==> config.mk <==
export PLATFORM = sky130hd
export DESIGN_NAME = seg7_latched_bus_n_flat
export DESIGN_NICKNAME = d
export VERILOG_FILES = /design/src/rtl/seg7_pkg.sv /design/src/rtl/seg7_latched_bus_n_if.sv /design/src/rtl/seg7_lz_blanker.sv /design/src/rtl/seg7_latched_bus_n.sv /design/src/flat_wrapper.sv
export SDC_FILE = /design/constraint.sdc
export NUM_CORES = 1
export LEC_CHECK = 0
export ABC_AREA = 1
export CORE_UTILIZATION = 60
export DETAILED_ROUTE_END_ITERATION = 16
export PLACE_DENSITY = 0.8
export SYNTH_ARGS = -nofsm -noshare
export SYNTH_HDL_FRONTEND = slang
export SYNTH_SLANG_ARGS = --single-unit
==> constraint.sdc <==
create_clock -name clk_ac -period 4.7 [get_ports clk_ac]
set_input_delay 0.94 -clock clk_ac [delete_from_list [all_inputs] [get_ports clk_ac]]
set_output_delay 0.94 -clock clk_ac [all_outputs]
set_load 0.05 [all_outputs]
==> src/rtl/seg7_pkg.sv <==
// Shared types, constants and the BCD-to-segment encoder for the latched 7-seg bus driver.
// Defining SEG7_DP_EN widens every pattern by one trailing decimal-point bit.
package seg7_pkg;

    typedef enum logic [1:0] {
        ST_IDLE,
        ST_SETUP,
        ST_STROBE,
        ST_HOLD
    } seg7_state_t;

    localparam int SEG_BITS = 7;
`ifdef SEG7_DP_EN
    localparam int SEG_W = SEG_BITS + 1;
`else
    localparam int SEG_W = SEG_BITS;
`endif

    localparam logic [SEG_BITS-1:0] SEG_BLANK = 7'b0000000;
    localparam logic [SEG_BITS-1:0] SEG_DASH  = 7'b0000001;

    // Active-high {a,b,c,d,e,f,g}; non-decimal codes show a dash.
    function automatic logic [SEG_BITS-1:0] seg7_encode(input logic [3:0] bcd, input logic blank);
        logic [SEG_BITS-1:0] pat;
        if (blank) begin
            pat = SEG_BLANK;
        end else begin
            case (bcd)
                4'd0:    pat = 7'b1111110;
                4'd1:    pat = 7'b0110000;
                4'd2:    pat = 7'b1101101;
                4'd3:    pat = 7'b1111001;
                4'd4:    pat = 7'b0110011;
                4'd5:    pat = 7'b1011011;
                4'd6:    pat = 7'b1011111;
                4'd7:    pat = 7'b1110000;
                4'd8:    pat = 7'b1111111;
                4'd9:    pat = 7'b1111011;
                default: pat = SEG_DASH;
            endcase
        end
        return pat;
    endfunction

endpackage

==> src/rtl/seg7_latched_bus_n_if.sv <==
// Display-side signal bundle: BCD source drives the master side, the driver is the slave.
// dp_in exists only when SEG7_DP_EN is defined.
interface seg7_latched_bus_n_if #(
    parameter int NUM_DIGITS = 6
);
    logic [4*NUM_DIGITS-1:0]   bcd_in;
    logic                      lz_blank;
`ifdef SEG7_DP_EN
    logic [NUM_DIGITS-1:0]     dp_in;
`endif
    logic [seg7_pkg::SEG_W-1:0] seg7_bus;
    logic [NUM_DIGITS-1:0]     le;
    logic                      busy;

`ifdef SEG7_DP_EN
    modport master (output bcd_in, lz_blank, dp_in, input seg7_bus, le, busy);
    modport slave  (input bcd_in, lz_blank, dp_in, output seg7_bus, le, busy);
`else
    modport master (output bcd_in, lz_blank, input seg7_bus, le, busy);
    modport slave  (input bcd_in, lz_blank, output seg7_bus, le, busy);
`endif
endinterface

==> src/rtl/seg7_lz_blanker.sv <==
// Leading-zero blank vector: digit k (k >= 1) blanks when it and every digit above it is zero.
module seg7_lz_blanker #(
    parameter int NUM_DIGITS = 6
) (
    input  logic [4*NUM_DIGITS-1:0] bcd_in,
    input  logic                    lz_blank,
    output logic [NUM_DIGITS-1:0]   blank
);
    // zero_up[k]: digit k and all more significant digits are zero
    logic [NUM_DIGITS-1:1] zero_up;

    assign zero_up[NUM_DIGITS-1] = (bcd_in[4*NUM_DIGITS-1 -: 4] == 4'd0);

    generate
        for (genvar gi = 1; gi < NUM_DIGITS - 1; gi++) begin : g_zero
            assign zero_up[gi] = zero_up[gi+1] && (bcd_in[4*gi +: 4] == 4'd0);
        end
    endgenerate

    assign blank = {zero_up & {(NUM_DIGITS-1){lz_blank}}, 1'b0};
endmodule

==> src/rtl/seg7_latched_bus_n.sv <==
// N-digit latched 7-seg driver: rewrites only changed digits over one shared bus, round-robin,
// with periodic forced refresh. Optional decimal points via SEG7_DP_EN.
module seg7_latched_bus_n
    import seg7_pkg::*;
#(
    parameter int NUM_DIGITS     = 6,
    parameter int SEG_ACTIVE_LOW = 0,
    parameter int LE_ACTIVE_HIGH = 1,
    parameter int LE_WIDTH_TICKS = 1,
    parameter int REFRESH_PERIOD = 64
) (
    input  logic                clk_ac,
    input  logic                rst,
    seg7_latched_bus_n_if.slave disp
);
    localparam int IDX_W = $clog2(NUM_DIGITS);

    seg7_state_t           state_reg;
    logic [IDX_W-1:0]      ptr_reg;
    logic [IDX_W-1:0]      idx_reg;
    logic [IDX_W-1:0]      sel_idx;
    logic [SEG_W-1:0]      bus_reg;
    logic [SEG_W-1:0]      shadow_reg [NUM_DIGITS];
    logic [SEG_W-1:0]      pat_cur    [NUM_DIGITS];
    logic [NUM_DIGITS-1:0] force_reg;
    logic [NUM_DIGITS-1:0] force_next;
    logic [NUM_DIGITS-1:0] le_reg;
    logic [NUM_DIGITS-1:0] blank;
    logic [NUM_DIGITS-1:0] dirty;
    logic [3:0]            strobe_cnt_reg;
    logic                  busy_reg;
    logic                  found;
    logic                  refresh_tick;

    seg7_lz_blanker #(.NUM_DIGITS(NUM_DIGITS)) u_blanker (
        .bcd_in   (disp.bcd_in),
        .lz_blank (disp.lz_blank),
        .blank    (blank)
    );

    generate
        for (genvar gi = 0; gi < NUM_DIGITS; gi++) begin : g_digit
`ifdef SEG7_DP_EN
            assign pat_cur[gi] = {seg7_encode(disp.bcd_in[4*gi +: 4], blank[gi]),
                                  disp.dp_in[gi] & ~blank[gi]};
`else
            assign pat_cur[gi] = seg7_encode(disp.bcd_in[4*gi +: 4], blank[gi]);
`endif
            assign dirty[gi] = (pat_cur[gi] != shadow_reg[gi]) || force_reg[gi];
        end

        if (REFRESH_PERIOD > 0) begin : g_refresh
            localparam int RW = (REFRESH_PERIOD > 1) ? $clog2(REFRESH_PERIOD) : 1;
            logic [RW-1:0] refresh_cnt_reg;
            assign refresh_tick = (refresh_cnt_reg == RW'(REFRESH_PERIOD - 1));
            always_ff @(posedge clk_ac) begin
                if (rst || refresh_tick) refresh_cnt_reg <= '0;
                else                     refresh_cnt_reg <= refresh_cnt_reg + 1'b1;
            end
        end else begin : g_no_refresh
            assign refresh_tick = 1'b0;
        end
    endgenerate

    // First dirty digit at or after the scan pointer, wrapping.
    always_comb begin
        logic [IDX_W:0] cand;
        found   = 1'b0;
        sel_idx = '0;
        cand    = '0;
        for (int i = 0; i < NUM_DIGITS; i++) begin
            cand = {1'b0, ptr_reg} + (IDX_W+1)'(i);
            if (cand >= (IDX_W+1)'(NUM_DIGITS)) cand = cand - (IDX_W+1)'(NUM_DIGITS);
            if (!found && dirty[cand[IDX_W-1:0]]) begin
                found   = 1'b1;
                sel_idx = cand[IDX_W-1:0];
            end
        end
    end

    // The force flag drops at capture, so a refresh landing any time during the write
    // (including the capture tick itself) leaves the digit queued for another pass.
    always_comb begin
        force_next = force_reg;
        if (state_reg == ST_IDLE && found) force_next[sel_idx] = 1'b0;
        if (refresh_tick)                  force_next = '1;
    end

    always_ff @(posedge clk_ac) begin
        if (rst) begin
            state_reg      <= ST_IDLE;
            ptr_reg        <= '0;
            idx_reg        <= '0;
            bus_reg        <= '0;
            le_reg         <= '0;
            busy_reg       <= 1'b0;
            strobe_cnt_reg <= '0;
            force_reg      <= '1;
            for (int i = 0; i < NUM_DIGITS; i++) shadow_reg[i] <= '0;
        end else begin
            force_reg <= force_next;
            case (state_reg)
                ST_IDLE: begin
                    if (found) begin
                        idx_reg   <= sel_idx;
                        bus_reg   <= pat_cur[sel_idx];
                        busy_reg  <= 1'b1;
                        state_reg <= ST_SETUP;
                    end
                end
                ST_SETUP: begin
                    le_reg         <= NUM_DIGITS'(1) << idx_reg;
                    strobe_cnt_reg <= '0;
                    state_reg      <= ST_STROBE;
                end
                ST_STROBE: begin
                    if (strobe_cnt_reg == 4'(LE_WIDTH_TICKS - 1)) begin
                        le_reg              <= '0;
                        shadow_reg[idx_reg] <= bus_reg;
                        state_reg           <= ST_HOLD;
                    end else begin
                        strobe_cnt_reg <= strobe_cnt_reg + 4'd1;
                    end
                end
                ST_HOLD: begin
                    ptr_reg   <= (idx_reg == IDX_W'(NUM_DIGITS - 1)) ? '0 : idx_reg + 1'b1;
                    busy_reg  <= 1'b0;
                    state_reg <= ST_IDLE;
                end
                default: state_reg <= ST_IDLE;
            endcase
        end
    end

    assign disp.seg7_bus = (SEG_ACTIVE_LOW != 0) ? ~bus_reg : bus_reg;
    assign disp.le       = (LE_ACTIVE_HIGH != 0) ? le_reg  : ~le_reg;
    assign disp.busy     = busy_reg;
endmodule
==> src/flat_wrapper.sv <==
// flat-port wrapper written by rule: the top's interface ports become plain ports
module seg7_latched_bus_n_flat import seg7_pkg::*;
#(
    parameter int NUM_DIGITS     = 6,
    parameter int SEG_ACTIVE_LOW = 0,
    parameter int LE_ACTIVE_HIGH = 1,
    parameter int LE_WIDTH_TICKS = 1,
    parameter int REFRESH_PERIOD = 64
)
  (clk_ac, rst, disp_bcd_in, disp_lz_blank, disp_seg7_bus, disp_le, disp_busy);
  seg7_latched_bus_n_if #(.NUM_DIGITS(NUM_DIGITS)) disp_i ();
  input  logic clk_ac;
  input  logic rst;
  input wire logic [$bits(disp_i.bcd_in)-1:0] disp_bcd_in;
  input wire logic [$bits(disp_i.lz_blank)-1:0] disp_lz_blank;
  output wire logic [$bits(disp_i.seg7_bus)-1:0] disp_seg7_bus;
  output wire logic [$bits(disp_i.le)-1:0] disp_le;
  output wire logic [$bits(disp_i.busy)-1:0] disp_busy;
  assign disp_i.bcd_in = disp_bcd_in;
  assign disp_i.lz_blank = disp_lz_blank;
  assign disp_seg7_bus = disp_i.seg7_bus;
  assign disp_le = disp_i.le;
  assign disp_busy = disp_i.busy;
  seg7_latched_bus_n #(.NUM_DIGITS(NUM_DIGITS), .SEG_ACTIVE_LOW(SEG_ACTIVE_LOW), .LE_ACTIVE_HIGH(LE_ACTIVE_HIGH), .LE_WIDTH_TICKS(LE_WIDTH_TICKS), .REFRESH_PERIOD(REFRESH_PERIOD)) u_core (.clk_ac(clk_ac), .rst(rst), .disp(disp_i));
endmodule
==> impl_metrics.py, run 1 <==
metrics = {
    "outcome": {
        "result_of_the_run": "finished clean",
    },
    "die": {
        "row_count": 38,
        "die-area_um2": 11500,
        "core_area_um2": 10800,
        "fp.dieH_um": 107,
        "die_width_um": 107,
        "initial_cell_density_of_the_core_pct": 61.6,
        "io-pin-count": 41,
    },
    "drt": {
        "initialDrtViolationCount": 540,
        "routed_metal_1_wirelength_um": 7560,
        "postRouteWirelength_um": 17100,
        "ant_nets": 0,
        "avgViaCountPerCell": 5.33,
        "drt-pass1-iter-count": 5,
        "routedWlPerCell_um": 14.3,
        "route.met2.wl_um": 7810,
        "highest_layer": "met4",
        "drt_drc_violations_left": 0,
        "dr_total_vias": 6386,
        "routed-wl-met3_um": 1090,
    },
    "global_routing": {
        "grt_overflow": 0,
        "antenna_violations_before_repair": 0,
        "global_route.usage.total_pct": 30.5,
        "grt_first_pass_wirelength_um": 26900,
        "grt_start_max_net_pins": 24,
        "first_global_vias": 5716,
    },
    "synth": {
        "netlist_instances": 1005,
        "yosys_warnings": 0,
        "yosysUniqueCellTypes": 46,
        "post_synthesis_sequential_area_ratio_pct": 30.4,
        "postSynthAreaPerCell_um2": 6.61,
        "post_synth_instance_area_um2": 6640,
        "postSynthNetCount": 1077,
        "yosys_register_bits": 80,
    },
    "cts": {
        "cts_made_buffers": 9,
        "clock_sink_count": 80,
        "worst_setup_hold_path_clk_slew_ns": 0.09,
        "cts_root_buf": "clkbuf_8",
        "clk_latency_ns": 0.37,
        "cts_setup_buffers": 0,
        "h-tree-depth": 3,
        "cts_tree": "yes",
        "clock_path_buffers": 2,
    },
    "worst_setup_path": {
        "reg2reg_setup_slack_ns": 0.90,
        "critical_path.endpoint": "u_core.disp.seg7_bus[3]",
        "path_class": "in2reg",
        "rr_startpoint": "u_core.ptr_reg[0]",
        "critical_path_peak_fanout": 12,
        "endpoint_of_the_worst_register_to_register_path": "u_core.disp.seg7_bus[6]",
        "worst_setup_path_startpoint": "disp_bcd_in[8]",
        "critical_path.max_stage_delay_ns": 0.53,
        "worstPathRequired_ns": 5.01,
        "crit_path_frequent_cell": "nand2_1",
        "crit_slowest_cell": "clkdlybuf4s50_1",
        "worst_ep_arrival_time_ns": 4.69,
        "ff2ff_path_depth": 22,
        "setup.worst_path.start_class": "primary input",
        "critical_path.endpoint_type": "flip-flop",
    },
    "sta": {
        "finalClockSkew_ns": 0.0120,
        "finalCritPeriodShare_pct": 93.1,
        "report.final.setup_viol": 0,
        "pin_slew_with_the_least_headroom_to_its_limit_ns": 0.981,
        "finalHoldViolations": 0,
        "final_ws_setup_ns": 0.325,
        "slew-limit-headroom_pct": 33.9,
        "hold_ws_ns": 0.454,
        "final_period_minus_worst_setup_slack_ns": 4.38,
        "timing.final.max_slew_violations": 0,
        "max_freq_ghz": 0.229,
    },
    "power": {
        "powerDensity_nw_per_um2": 407,
        "vdd.ir_drop.worst_v": 0.000374,
        "static-leakage-power_uw": 0.00376,
    },
    "cells_and_area": {
        "net_count_final": 1125,
        "layout.area.seq_um2": 2020,
        "largest_reg_flops": 42,
        "areaGrowthSynthToFinish_pct": 12.3,
        "area_taken_by_multi_input_logic_gates_um2": 3950,
        "finish.instance_area_um2": 7460,
        "number_of_fillers_in_the_final_layout": 1003,
        "layout-drive-gt1-share_pct": 7.66,
    },
    "placement": {
        "place_worst_setup_slack_ns": -0.0489,
        "finalWeightedCongestion": 0.958,
        "place_area_um2": 7230,
        "port_buffers": 40,
        "dpl.hpwl_um": 13300,
    },
    "job": {
        "maxCapViolations": 0,
    },
    "hold_path": {
        "min-delay-path-class": "reg2reg",
    },
}
==> critical path: cells and delay by family <==
family / cells / cell delay, ns
buffers and inverters: 5 / 1.03
AOI/OAI and AO/OA: 1 / 0.13
and+or+nand+nor: 21 / 2.39
adders and majority gates: 1 / 0.20
==> what timing repair did <==
action	CTS	global route
resized for setup	0	3
endpoints found under the setup margin	0	13
hold buffers	0	0
==> where the power goes <==
part / total [µW] / switching, µW / internal (µW)
clock: 544 / 268 / 276
sequential: 936 / 92.3 / 844
combinational: 1560 / 1090 / 473
==> synthesized netlist by cell type (all sizes together) <==
master	instances	area, µm²
nand2	317	1230
dfxtp	38	761
inv	152	571
nor3b	2	15.0
a211oi	1	7.51
nor2	134	568
edfxtp	42	1260
o211a	2	20.0
nor4	1	6.26
nand3	81	440
o22ai	1	6.26
nand4	15	106
o221ai	1	8.76
ha	45	563
clkinv	2	7.51
o21bai	2	15.0
a21oi	32	175
or2	9	56.3
nor3	14	70.1
o21ai	47	250
o211ai	6	45.0
and2	1	6.26
nand3b	26	199
xnor2	6	52.6
xor2	8	70.1
clkbuf	5	18.8
o21a	1	7.51
buf	13	96.3
o31ai	1	7.51
==> placed cells by master (no fill, tap or decap), drive strengths merged, types with 15 or more instances in the layout <==
| cell | instances |
|---|---|
| a21oi | 32 |
| buf | 15 |
| clkdlybuf4s50 | 40 |
| dfxtp | 38 |
| edfxtp | 42 |
| ha | 45 |
| inv | 154 |
| nand2 | 317 |
| nand3 | 81 |
| nand3b | 26 |
| nand4 | 15 |
| nor2 | 134 |
| o21ai | 47 |
==> logic make-up after synthesis <==
| group | synth area share (%) |
|---|---|
| flip-flops | 30.4 |
| buffers and inverters | 10.4 |
| AND/OR/NAND/NOR | 40.6 |
| AO/OA/AOI/OAI | 8.17 |
| adder cells (fa/ha/maj) | 8.47 |
| XOR/XNOR | 1.85 |
==> worst min path at each step <==
stage | endpoint | slack [ns] | from | depth (start not counted)
5_1_grt | u_core.g_refresh.refresh_cnt_reg[0] | 0.47 | u_core.g_refresh.refresh_cnt_reg[0] | 1
2_1_floorplan | u_core.force_reg[0] | 0.41 | u_core.force_reg[0] | 2
6_report | u_core.g_refresh.refresh_cnt_reg[0] | 0.45 | u_core.g_refresh.refresh_cnt_reg[0] | 1
3_3_place_gp | u_core.g_refresh.refresh_cnt_reg[0] | 0.43 | u_core.g_refresh.refresh_cnt_reg[0] | 1
4_1_cts | u_core.g_refresh.refresh_cnt_reg[0] | 0.46 | u_core.g_refresh.refresh_cnt_reg[0] | 1
3_5_place_dp | u_core.g_refresh.refresh_cnt_reg[0] | 0.44 | u_core.g_refresh.refresh_cnt_reg[0] | 1
==> final cells by class <==
cell class	instances	share of cell area (%)
clock buffers	14	2.63
repair buffers	55	7.04
diodes	1	0.0335
flip-flops and latches	80	27.1
multi-input cells	753	52.9
inverters	154	7.75
clock inverters	2	0.201
well taps	140	2.35
==> per-stage QoR <==
| step | setup TNS, ns | total power, µW | utilization [%] | std cells |
|---|---|---|---|---|
| final | 0 | 3040 | 69.2 | 1199 |
| after global routing | -0.0101 | 3220 | 69.1 | 1198 |
| after CTS | 0 | 3000 | 68.9 | 1198 |
| after detailed placement | -0.0670 | 2470 | 67.0 | 1182 |
| after global placement | 0 | 2450 | 67.0 | 1182 |
| after floorplan | 0 | 2050 | - | 1005 |
==> layer usage <==
metal  vias up  track usage [%]
met2       206             50.6
met1      2852             38.6
met5         -                0
met3        45             4.62
li1       3283                -
met4         0             15.1
Power figures use the tool's default switching activity.
==> inputs of run 2 (changes only) <==
--- a/config.mk
+++ b/config.mk
@@ -6,9 +6,9 @@
 export NUM_CORES = 1
 export LEC_CHECK = 0
 export ABC_AREA = 1
-export CORE_UTILIZATION = 60
+export CORE_UTILIZATION = 61
 export DETAILED_ROUTE_END_ITERATION = 16
-export PLACE_DENSITY = 0.8
+export PLACE_DENSITY = 0.82
 export SYNTH_ARGS = -nofsm -noshare
 export SYNTH_HDL_FRONTEND = slang
 export SYNTH_SLANG_ARGS = --single-unit
==> run 2 against run 1 <==
  * Sequential power barely moved
  * Wire length fell by 2.2%
  * Fmax fell by 0.60%
  * Largest power group unchanged
==> impl_metrics.py, run 2 (synthesis gave the netlist of run 1 again) <==
metrics = {
    "drt": {
        "postRouteWirelength_um": 16700,
        "routedWlPerCell_um": 13.9,
        "ant_nets": 0,
        "dr_total_vias": 6458,
        "drt_drc_violations_left": 0,
        "initialDrtViolationCount": 523,
        "avgViaCountPerCell": 5.37,
        "drt-pass1-iter-count": 7,
    },
    "cells_and_area": {
        "layout-drive-gt1-share_pct": 8.62,
        "number_of_fillers_in_the_final_layout": 928,
        "area_taken_by_multi_input_logic_gates_um2": 3960,
        "largest_reg_flops": 42,
        "layout.area.seq_um2": 2020,
        "net_count_final": 1134,
        "mostFrequentLayoutCell": "nand2_1",
        "antenna_cells": 0,
        "layout.cells.most_common_list": "306 x nand2_1, 143 x inv_1, 122 x nor2_1, 76 x nand3_1, 45 x ha_1",
        "areaGrowthSynthToFinish_pct": 13.1,
    },
    "hold_path": {
        "capture_endpoint_of_the_worst_hold_path": "u_core.g_refresh.refresh_cnt_reg[0]",
        "hp-start": "u_core.g_refresh.refresh_cnt_reg[0]",
        "min_delay_path_depth": 1,
        "min-delay-path-class": "reg2reg",
    },
    "power": {
        "static-leakage-power_uw": 0.00380,
        "powerDensity_nw_per_um2": 397,
        "vdd.ir_drop.worst_v": 0.000421,
    },
    "sta": {
        "timing.final.max_slew_violations": 0,
        "report.final.setup_viol": 0,
        "finalCritPeriodShare_pct": 93.7,
        "pin_slew_with_the_least_headroom_to_its_limit_ns": 1.09,
        "finalHoldViolations": 0,
        "hold_ws_ns": 0.454,
        "max_freq_ghz": 0.227,
        "finalClockSkew_ns": 0.0126,
        "tns_setup_ns": 0,
        "slew-limit-headroom_pct": 26.2,
        "rsz0062_at_grt": "false",
        "final_period_minus_worst_setup_slack_ns": 4.40,
    },
    "worst_setup_path": {
        "critical_path.max_stage_delay_ns": 0.46,
        "critical_path.endpoint_type": "flip-flop",
        "crit_path_frequent_cell": "nand2_1",
        "worstPathRequired_ns": 4.93,
        "crit_slowest_cell": "clkdlybuf4s50_1",
        "rr_startpoint": "u_core.ptr_reg[0]",
        "ff2ff_path_depth": 19,
        "critical_path_peak_fanout": 16,
        "worst_ep_arrival_time_ns": 4.64,
        "endpoint_of_the_worst_register_to_register_path": "u_core.force_reg[1]",
        "path_class": "in2reg",
        "setup.worst_path.start_class": "primary input",
        "reg2reg_setup_slack_ns": 1.00,
    },
    "die": {
        "core_area_um2": 10500,
        "die_width_um": 106,
        "die-area_um2": 11300,
        "initial_cell_density_of_the_core_pct": 63.5,
        "io-pin-count": 41,
        "fp.dieH_um": 106,
        "row_count": 37,
    },
    "cts": {
        "cts_setup_buffers": 0,
        "cts_tree": "yes",
        "cts_made_buffers": 9,
        "clk_latency_ns": 0.37,
        "clock_path_buffers": 2,
        "h-tree-depth": 3,
        "cts_root_buf": "clkbuf_8",
        "worst_setup_hold_path_clk_slew_ns": 0.08,
        "clock_sink_count": 80,
    },
    "global_routing": {
        "grt_first_pass_wirelength_um": 26600,
        "groute.layer.met1.usage_pct": 38.7,
        "grt_overflow": 0,
        "first_global_vias": 5761,
        "grt_use_met3_pct": 3.13,
        "grt_start_max_net_pins": 24,
        "global_route.usage.total_pct": 30.4,
        "groute.layer.met2.usage_pct": 51.3,
        "top_usage_layer": "met2",
        "antenna_violations_before_repair": 0,
    },
    "placement": {
        "dpl.hpwl_um": 13200,
        "finalWeightedCongestion": 0.926,
        "port_buffers": 40,
    },
    "job": {
        "maxCapViolations": 0,
    },
    "outcome": {
        "result_of_the_run": "finished clean",
    },
}
## run 2: cell types whose count changed in the layout (fill, tap and decap cells not counted), sizes merged
cell,before,now
diode,1,0
clkinv,2,6
inv,154,153
buf,15,24
clkbuf,14,11
## run 2: cell type report
class	count	area share, %
multi-input cells	753	52.7
flip-flops and latches	80	26.9
repair buffers	64	8.06
inverters	154	7.69
well taps	136	2.26
clock buffers	11	2.01
clock inverters	5	0.400
## run 2: how the worst max path moves through the flow
stage / from / to / slack [ns] / cells past startpoint
6_report: disp_bcd_in[5] / u_core.force_reg[1] / 0.30 / 25
5_1_grt: disp_bcd_in[12] / u_core.disp.seg7_bus[2] / 0.01 / 26
4_1_cts: disp_bcd_in[5] / u_core.disp.seg7_bus[3] / 0.06 / 26
3_5_place_dp: disp_bcd_in[5] / u_core.disp.seg7_bus[3] / -0.31 / 26
3_3_place_gp: disp_bcd_in[5] / u_core.disp.seg7_bus[3] / -0.25 / 26
2_1_floorplan: disp_bcd_in[17] / u_core.force_reg[1] / 1.13 / 25
## run 2: metrics by stage
step                std cells  setup slack (ns)  util (%)  power, µW  instance area [µm²]
detailed placement       1187            -0.307      69.8       2490                 7300
global route             1203            0.0109      71.8       3180                 7510
finish                   1203             0.298      71.8       2980                 7510
global placement         1187            -0.246      69.8       2470                 7300
floorplan                1005              1.13         -       2050                 6640
CTS                      1203            0.0617      71.5       2960                 7490
## run 2: critical path, delay by kind of cell
family | cells | cell delay, ns
buffers and inverters | 6 | 1.25
AOI/OAI and AO/OA | 3 | 0.36
and+or+nand+nor | 15 | 1.89
adders and majority gates | 1 | 0.18
## run 2: power by group
part	leakage (µW)	switching, µW	internal [µW]
sequential	0.000745	89.0	844
clock	0.0000994	253	219
combinational	0.00296	1080	495
## run 2: repair_timing
item	4_1_cts	5_1_grt
gates resized for setup	0	5
endpoints found under the hold margin	0	0
hold buffers	0	0
endpoints found under the setup margin	0	16
## run 2: metal layers
metal,up-vias,routed length [µm]
met5,-,0
met4,0,550
met3,44,1270
met2,266,7710
met1,2846,7190
li1,3302,-
